`config.mk`:
```
export PLATFORM = sky130hd
export DESIGN_NAME = trb_readout
export DESIGN_NICKNAME = d
export VERILOG_FILES = /design/src/rtl/trb_readout.sv
export SDC_FILE = /design/constraint.sdc
export NUM_CORES = 1
export LEC_CHECK = 0
export ABC_AREA = 1
export BUFFER_PORTS_ARGS = -buffer_cell sky130_fd_sc_hd__buf_2
export CAP_MARGIN = 10
export CORE_ASPECT_RATIO = 1.5
export CORE_UTILIZATION = 53
export DETAILED_ROUTE_END_ITERATION = 10
export PLACE_DENSITY = 0.77
export SYNTH_ARGS = -nofsm -noshare
export SYNTH_HDL_FRONTEND = slang
export SYNTH_SLANG_ARGS = --single-unit
export TNS_END_PERCENT = 20
```
`constraint.sdc`:
```
create_clock -name clk_i -period 5.44 [get_ports clk_i]
set_input_delay 0.544 -clock clk_i [delete_from_list [all_inputs] [get_ports clk_i]]
set_output_delay 0.544 -clock clk_i [all_outputs]
set_load 0.05 [all_outputs]
```
`src/rtl/trb_readout.sv`:
```
// Trace buffer read side: after a capture, streams a status header followed by
// every BRAM entry, oldest first, over a valid/ready link.
module trb_readout #(
  parameter int WIDTH  = 32,
  parameter int DEPTH  = 32,
  parameter int ADDR_W = $clog2(DEPTH),
  parameter int STAT_W = 1 + $clog2(WIDTH) + $clog2(DEPTH)
) (
  input  logic              clk_i,
  input  logic              rst_ni,
  input  logic              start_i,
  input  logic              abort_i,
  input  logic [STAT_W-1:0] status_i,
  output logic              rd_en_o,
  output logic [ADDR_W-1:0] rd_addr_o,
  input  logic [WIDTH-1:0]  rd_data_i,
  output logic [WIDTH-1:0]  data_o,
  output logic              valid_o,
  input  logic              ready_i,
  output logic              last_o,
  output logic              busy_o,
  output logic              done_o
);

  // Stream handshake: a word transfers on a cycle with valid_o && ready_i;
  // while valid_o is high and ready_i low, data_o/last_o/valid_o hold.

  typedef enum logic [1:0] {S_IDLE, S_HEADER, S_READ, S_FLUSH} state_t;

  localparam logic [ADDR_W:0]   DEPTH_C = (ADDR_W+1)'(DEPTH);
  localparam logic [ADDR_W:0]   LAST_C  = (ADDR_W+1)'(DEPTH - 1);
  localparam logic [ADDR_W:0]   ONE_C   = (ADDR_W+1)'(1);
  localparam logic [ADDR_W-1:0] ONE_A   = ADDR_W'(1);

  state_t            r_state;
  logic [ADDR_W-1:0] r_rd_ptr;
  logic [ADDR_W:0]   r_issued;
  logic              r_inflight;
  logic              r_inflight_last;
  logic              r_busy;
  logic              r_done;
  logic [1:0]        r_cnt;
  logic [WIDTH-1:0]  r_d0;
  logic [WIDTH-1:0]  r_d1;
  logic              r_l0;
  logic              r_l1;

  logic              w_start;
  logic              w_pop;
  logic              w_push;
  logic              w_room;
  logic              w_issue;
  logic              w_issue_last;
  logic [ADDR_W-1:0] w_issue_addr;
  logic [2:0]        w_occ;
  logic [WIDTH-1:0]  w_in_d;
  logic              w_in_l;
  logic              w_flush_done;

  assign w_start = (r_state == S_IDLE) && start_i && !abort_i;
  assign w_pop   = (r_cnt != 2'd0) && ready_i;
  // Words queued or in flight, with this cycle's pop already returning a slot.
  assign w_occ   = {1'b0, r_cnt} + {2'b00, r_inflight};
  assign w_room  = w_occ < (3'd2 + {2'b00, w_pop});

  // The oldest entry is read in the start cycle itself so data follows the header back-to-back.
  assign w_issue = w_start ||
                   (!abort_i && (r_state == S_HEADER || r_state == S_READ) &&
                    (r_issued < DEPTH_C) && w_room);
  assign w_issue_addr = w_start ? (status_i[ADDR_W-1:0] + ONE_A) : r_rd_ptr;
  assign w_issue_last = !w_start && (r_issued == LAST_C);

  assign w_push = w_start || r_inflight;
  assign w_in_d = w_start ? {{(WIDTH-STAT_W){1'b0}}, status_i} : rd_data_i;
  assign w_in_l = !w_start && r_inflight_last;

  assign w_flush_done = (r_state == S_FLUSH) && !r_inflight &&
                        ((r_cnt == 2'd0) || (r_cnt == 2'd1 && w_pop));

  assign rd_en_o   = w_issue;
  assign rd_addr_o = w_issue ? w_issue_addr : '0;
  assign data_o    = r_d0;
  assign last_o    = r_l0;
  assign valid_o   = (r_cnt != 2'd0);
  assign busy_o    = r_busy;
  assign done_o    = r_done;

  always_ff @(posedge clk_i or negedge rst_ni) begin
    if (!rst_ni) begin
      r_state         <= S_IDLE;
      r_rd_ptr        <= '0;
      r_issued        <= '0;
      r_inflight      <= 1'b0;
      r_inflight_last <= 1'b0;
      r_busy          <= 1'b0;
      r_done          <= 1'b0;
    end else begin
      r_done          <= 1'b0;
      r_inflight      <= w_issue;
      r_inflight_last <= w_issue && w_issue_last;
      if (w_issue) begin
        r_rd_ptr <= w_issue_addr + ONE_A;
        r_issued <= w_start ? ONE_C : (r_issued + ONE_C);
      end
      if (abort_i) begin
        r_state <= S_IDLE;
        r_busy  <= 1'b0;
      end else begin
        case (r_state)
          S_IDLE: begin
            if (w_start) begin
              r_state <= S_HEADER;
              r_busy  <= 1'b1;
            end
          end
          S_HEADER: r_state <= S_READ;
          S_READ: begin
            if (r_issued == DEPTH_C) r_state <= S_FLUSH;
          end
          default: begin
            if (w_flush_done) begin
              r_state <= S_IDLE;
              r_busy  <= 1'b0;
              r_done  <= 1'b1;
            end
          end
        endcase
      end
    end
  end

  // Two-entry first-word-fall-through queue; slot 0 is always the head.
  always_ff @(posedge clk_i or negedge rst_ni) begin
    if (!rst_ni) begin
      r_cnt <= 2'd0;
      r_d0  <= '0;
      r_d1  <= '0;
      r_l0  <= 1'b0;
      r_l1  <= 1'b0;
    end else if (abort_i) begin
      r_cnt <= 2'd0;
      r_l0  <= 1'b0;
      r_l1  <= 1'b0;
    end else begin
      case (r_cnt)
        2'd0: begin
          if (w_push) begin
            r_d0  <= w_in_d;
            r_l0  <= w_in_l;
            r_cnt <= 2'd1;
          end
        end
        2'd1: begin
          if (w_pop && w_push) begin
            r_d0 <= w_in_d;
            r_l0 <= w_in_l;
          end else if (w_pop) begin
            r_l0  <= 1'b0;
            r_cnt <= 2'd0;
          end else if (w_push) begin
            r_d1  <= w_in_d;
            r_l1  <= w_in_l;
            r_cnt <= 2'd2;
          end
        end
        default: begin
          if (w_pop) begin
            r_d0 <= r_d1;
            r_l0 <= r_l1;
            if (w_push) begin
              r_d1 <= w_in_d;
              r_l1 <= w_in_l;
            end else begin
              r_cnt <= 2'd1;
            end
          end
        end
      endcase
    end
  end

  ovf_chk: assert property (@(posedge clk_i) disable iff (!rst_ni)
    !(!abort_i && w_push && !w_pop && r_cnt == 2'd2));

endmodule

```
==> results.cfg, run 1 <==
[outcome]
outcome = complete, no violations

[routing]
postRouteAntennaNets = 0
vias = 4136
routed_wl_um = 10100
wl_per_cell_um = 12.3
route.detailed.drc = 0
first_pass_iters = 5
vias_per_cell = 5.04
drt_iter0_drc = 263

[critical_path]
crit_start = r_cnt[1]$_DFFE_PN0P_
max_stage_delay_ps = 720
setup.worst_path.class = register to output pin
path_buf_inv = 3
cp_max_fo = 67
cp.arrival_ps = 3080
cp-end-kind = output pin
worst_path_max_delay_cell = inv_2
crit_path_cell_trace = inv_2 > nand2_4 > nand2_4 > o21ai_0 > nand2_1 > nand2_1 > inv_1 > nor2_1 > buf_2
crit_family = buffers and inverters
cp-start-kind = register
worstPathRequired_ps = 4900
reg2reg_from = r_cnt[1]$_DFFE_PN0P_

[timing]
slew_headroom_pct = 29.8
drv_slew = 0
finalSetupViolCount = 0
worstMarginPinSlew_ps = 1050
max_freq_mhz = 276
setup_tns_ps = 0
post-route-period-util_pct = 66.7
grt_setup_unrepaired = no
period_minus_slack_ps = 3630
hold_viol = 0
finClkSkew_ps = 8.84

[clock_tree]
postCtsHoldBufs = 0
clk_latency_ps = 350
clkTransAtPathRegs_ps = 60
cts-htree-levels = 3
numClockSinks = 85
cts_made_buffers = 9
cts_resized = 0
clk_root_buffer_cell = clkbuf_16
cts_buffer_depth = 2
cts_tree = yes
post_cts_buffers = 0

[placed_design]
dp.cells = 804
globalplace.congestion = 0.853
io_buffers = 89
dp_hpwl_um = 6720

[synthesis]
synth_area_sq_um = 4630
syn_area_per_cell_sq_um = 7.28
ys_ff_latch = 85
async_reset_ff_share_pct = 100
ys.flop_type = dfrtp_1
synth_warnings = 0
syn_inst = 636
ys_seq_area_share_pct = 45.9
synth.distinct_cells = 29
synth_edf_count = 0
synth_fp_nets = 696

[floorplanning]
dieArea_sq_um = 9120
die-height_um = 116
die_w_um = 78.3
core_area_sq_um = 8460
num_rows = 41
start_util_pct = 54.7
boundaryPins = 90

[layout]
fin_cells = 820
syn2layout_area_growth_pct = 16.4
antennaDiodeCount = 0
nNetsFinal = 769
drive_gt1_share_pct = 17.1

[flow_run]
cap_viol_max_count = 0

[pwr]
power_density_nw_per_um2 = 622
p_leak_nw = 3.03
peakVddDrop_v = 0.000348

[global_route]
grt_usage_pct = 23.4
grt_first_pass_wirelength_um = 16600
grt_max_degree = 86
grt-ovfl-total = 0
grt_pass1_vias = 3860
antenna_found_initial = 0

[min_path]
min_path_type = input port to async pin
## Yosys cell counts (2+ instances only)
library cell / instances / share of area, %
nand2_1: 255 / 21
dfrtp_1: 85 / 46
inv_1: 80 / 6.5
o21ai_0: 49 / 5.3
nor2_1: 45 / 3.6
o21ai_1: 32 / 3.5
buf_2: 13 / 1.4
nand3_1: 13 / 1.4
ha_1: 12 / 3.2
buf_4: 8 / 1.3
clkbuf_1: 5 / 0.41
nand4_1: 5 / 0.68
nand2_2: 4 / 0.54
nor3_1: 4 / 0.43
nor2_2: 3 / 0.41
o31ai_1: 3 / 0.49
xor2_1: 3 / 0.57
buf_1: 2 / 0.16
inv_2: 2 / 0.16
nand2_4: 2 / 0.49
nand3b_1: 2 / 0.32
nor2_4: 2 / 0.49
## registers in the layout, indices dropped and copies added, names as in the netlist
signal	flops
r_d1	32
data_o	32
busy_o	1
r_issued	6
r_state	2
r_l1	1
r_inflight	1
last_o	1
r_cnt	2
r_inflight_last	1
r_rd_ptr	5
done_o	1
## final cells by class
type | instances | area (sq um)
clock buffers | 12 | 256
clock inverters | 3 | 43.8
fillers | 791 | 3080
inverters | 82 | 308
multi-input cells | 441 | 2040
flip-flops and latches | 85 | 2130
well taps | 107 | 134
repair buffers | 90 | 475
## cell usage in the layout (no fill, tap or decap), types with 4 or more instances in the layout
cell and instances:
buf_2 88, clkbuf_16 9, dfrtp_1 85, ha_1 12
inv_1 80, nand2_1 255, nand2_2 4, nand3_1 13
nand4_1 5, nor2_1 45, nor3_1 4, o21ai_0 49
o21ai_1 32
## layer usage
metal / share of wire (%) / global-route usage, %
met4: 1.5 / 10.1
met1: 43 / 27.0
met5: 0 / 0
met2: 51 / 42.4
met3: 4.2 / 4.38
## report_power, final
group          leakage (nW)  internal, W  switching [W]
clock                 0.149     0.000379       0.000240
combinational          1.83     0.000449        0.00124
sequential             1.06     0.000917       0.000133
## worst paths after layout
path,to,slack [ps],cells past startpoint
min reg2reg,data_o[17]$_DFFE_PN0P_,470,2
max,rd_addr_o[0],1810,9
max reg2reg,r_d1[31]$_DFFE_PN0P_,2520,9
min,done_o$_DFF_PN0_,380,1
max in group asynchronous,r_d1[24]$_DFFE_PN0P_,4390,1
min in group clk_i,data_o[17]$_DFFE_PN0P_,470,2
## cells by family (layout without fill, tap and decap cells)
| family | after synthesis | after routing | synth area share [%] |
|---|---|---|---|
| AND/OR/NAND/NOR | 339 | 339 | 30.4 |
| XOR/XNOR | 3 | 3 | 0.568 |
| flip-flops | 85 | 85 | 45.9 |
| AO/OA/AOI/OAI | 87 | 87 | 9.95 |
| adder cells (fa/ha/maj) | 12 | 12 | 3.24 |
| buffers and inverters | 110 | 187 | 9.92 |
## through the flow
stage | setup slack, ps | power, W | area [sq um] | utilization [%] | hold WS (ps)
after detailed placement | 2180 | 0.00272 | 5060 | 59.8 | 461
final | 1810 | 0.00335 | 5390 | 63.7 | 379
after CTS | 1790 | 0.00336 | 5360 | 63.3 | 445
after global placement | 2220 | 0.00268 | 5060 | 59.8 | 456
after floorplan | 2880 | 0.00238 | 4630 | - | 248
after global routing | 1520 | 0.00359 | 5390 | 63.7 | 488
No activity file was read; power rests on OpenSTA's default activity.
==> run 2, diff against run 1 <==
- clock period: 5.44 -> 3.54 ns (I/O delays scaled with it)
==> results.cfg, run 2 (synthesized netlist as in run 1, its figures left out) <==
[timing]
slew_headroom_pct = 29.4
worstMarginPinSlew_ps = 1060
finalSetupViolCount = 0
max_freq_mhz = 326
setup_tns_ps = 0
post-route-period-util_pct = 86.6
finClkSkew_ps = 5.86
grt_setup_unrepaired = no
period_minus_slack_ps = 3060
drv_slew = 0
hold_viol = 0
setup_slack_ps = 476

[pwr]
power_density_nw_per_um2 = 951
peakVddDrop_v = 0.000521
p_leak_nw = 3.03

[global_route]
grt_pass1_vias = 3742
grt-ovfl-total = 0
grt_max_degree = 86
grt_usage_pct = 23.3
grt_first_pass_wirelength_um = 16500
antenna_found_initial = 0

[routing]
routed_wl_um = 10100
wl_per_cell_um = 12.3
vias_per_cell = 5.07
route.detailed.drc = 0
postRouteAntennaNets = 0
drt_iter0_drc = 272
first_pass_iters = 5
vias = 4164

[clock_tree]
cts_made_buffers = 9
numClockSinks = 85
clk_root_buffer_cell = clkbuf_16
cts-htree-levels = 3
clk_latency_ps = 340
cts_buffer_depth = 2
postCtsHoldBufs = 0
post_cts_buffers = 0
cts_tree = yes
clkTransAtPathRegs_ps = 60
cts_resized = 0

[critical_path]
cp_max_fo = 14
setup.reg_to_reg.worst_slack_ps = 800
max_stage_delay_ps = 420
setup.worst_path.class = register to output pin
reg2reg_from = r_state[0]$_DFFE_PN0P_
cp.arrival_ps = 2710
critPathMostFrequentCell = nand2_1
worstPathRequired_ps = 3190
r2r_cells = 10
cp-end-kind = output pin
worst_path_max_delay_cell = dfrtp_1
cp-start-kind = register
crit_path_cell_trace = inv_1 > ha_1 > nand2_1 > nor3_1 > nand2_1 > nand2_1 > inv_1 > nor2_1 > buf_2
r2r-end = r_d1[25]$_DFFE_PN0P_

[layout]
syn2layout_area_growth_pct = 15.9
layout.cells.most_common_list = nand2_1 (255), buf_2 (88), dfrtp_1 (85)
fin_util_pct = 63.4
final_common_cell = nand2_1
drive_gt1_share_pct = 17.1
antennaDiodeCount = 0
nNetsFinal = 771
fillCellCount = 786

[floorplanning]
dieArea_sq_um = 9120
boundaryPins = 90
num_rows = 41
core_area_sq_um = 8460
start_util_pct = 54.7
die_w_um = 78.3
die-height_um = 116

[outcome]
outcome = complete, no violations

[placed_design]
dp_hpwl_um = 6940
globalplace.congestion = 0.854
dp_slack_ps = 865
io_buffers = 89

[flow_run]
cap_viol_max_count = 0

[min_path]
min_path_type = input port to async pin
-- run 2: changes by cell type in the layout (fill, tap and decap cells not counted) --
cell	before	now
inv_6	1	0
buf_16	1	0
clkbuf_8	2	1
buf_4	1	4
clkbuf_1	1	2
-- run 2: area by class of cell --
type                            instances  area [sq um]  area share, %
Multi-Input combinational cell        441          2040           38.1
Clock buffer                           12           246           4.60
Timing Repair Buffer                   92           470           8.77
Sequential cell                        85          2130           39.7
Tap cell                              107           134           2.50
Clock inverter                          2          35.0          0.653
Inverter                               82           308           5.74
-- run 2: how the worst max path moves through the flow --
stage / startpoint / to / slack (ps) / cells after the start
2_1_floorplan: r_inflight$_DFF_PN0_ / rd_addr_o[1] / 1170 / 8
3_3_place_gp: abort_i / rd_addr_o[0] / 900 / 9
3_5_place_dp: abort_i / rd_addr_o[0] / 860 / 9
4_1_cts: r_state[0]$_DFFE_PN0P_ / rd_addr_o[0] / 490 / 7
5_1_grt: r_state[0]$_DFFE_PN0P_ / rd_addr_o[0] / 260 / 7
6_report: r_state[0]$_DFFE_PN0P_ / rd_addr_o[0] / 480 / 9
-- run 2: routing by layer --
metal	vias to the layer above	share of wire, %	global-route usage, %
met5	-	0	0
met4	0	3.1	13.7
met3	22	3.4	2.81
met2	91	50	40.1
met1	1951	44	28.3
li1	2100	-	-
-- run 2: per-stage QoR --
step	cells	hold WS, ps	total power (W)	cell area [sq um]
after detailed placement	807	460	0.00421	5080
after global placement	807	458	0.00412	5080
after floorplan	636	58.4	0.00366	4630
after global routing	821	318	0.00546	5360
final	821	190	0.00510	5360
after CTS	821	260	0.00513	5360
-- run 2: report_power, final --
group | internal, W | switching, W
Sequential | 0.00141 | 0.000197
Clock | 0.000557 | 0.000352
Combinational | 0.000677 | 0.00191
Total | 0.00264 | 0.00246
-- run 2: critical path, delay by kind of cell, from the launching register on --
family                     cells  cell delay [ps]
and+or+nand+nor                5              980
buffers and inverters          3              680
DFF                            1              420
adders and majority gates      1              300
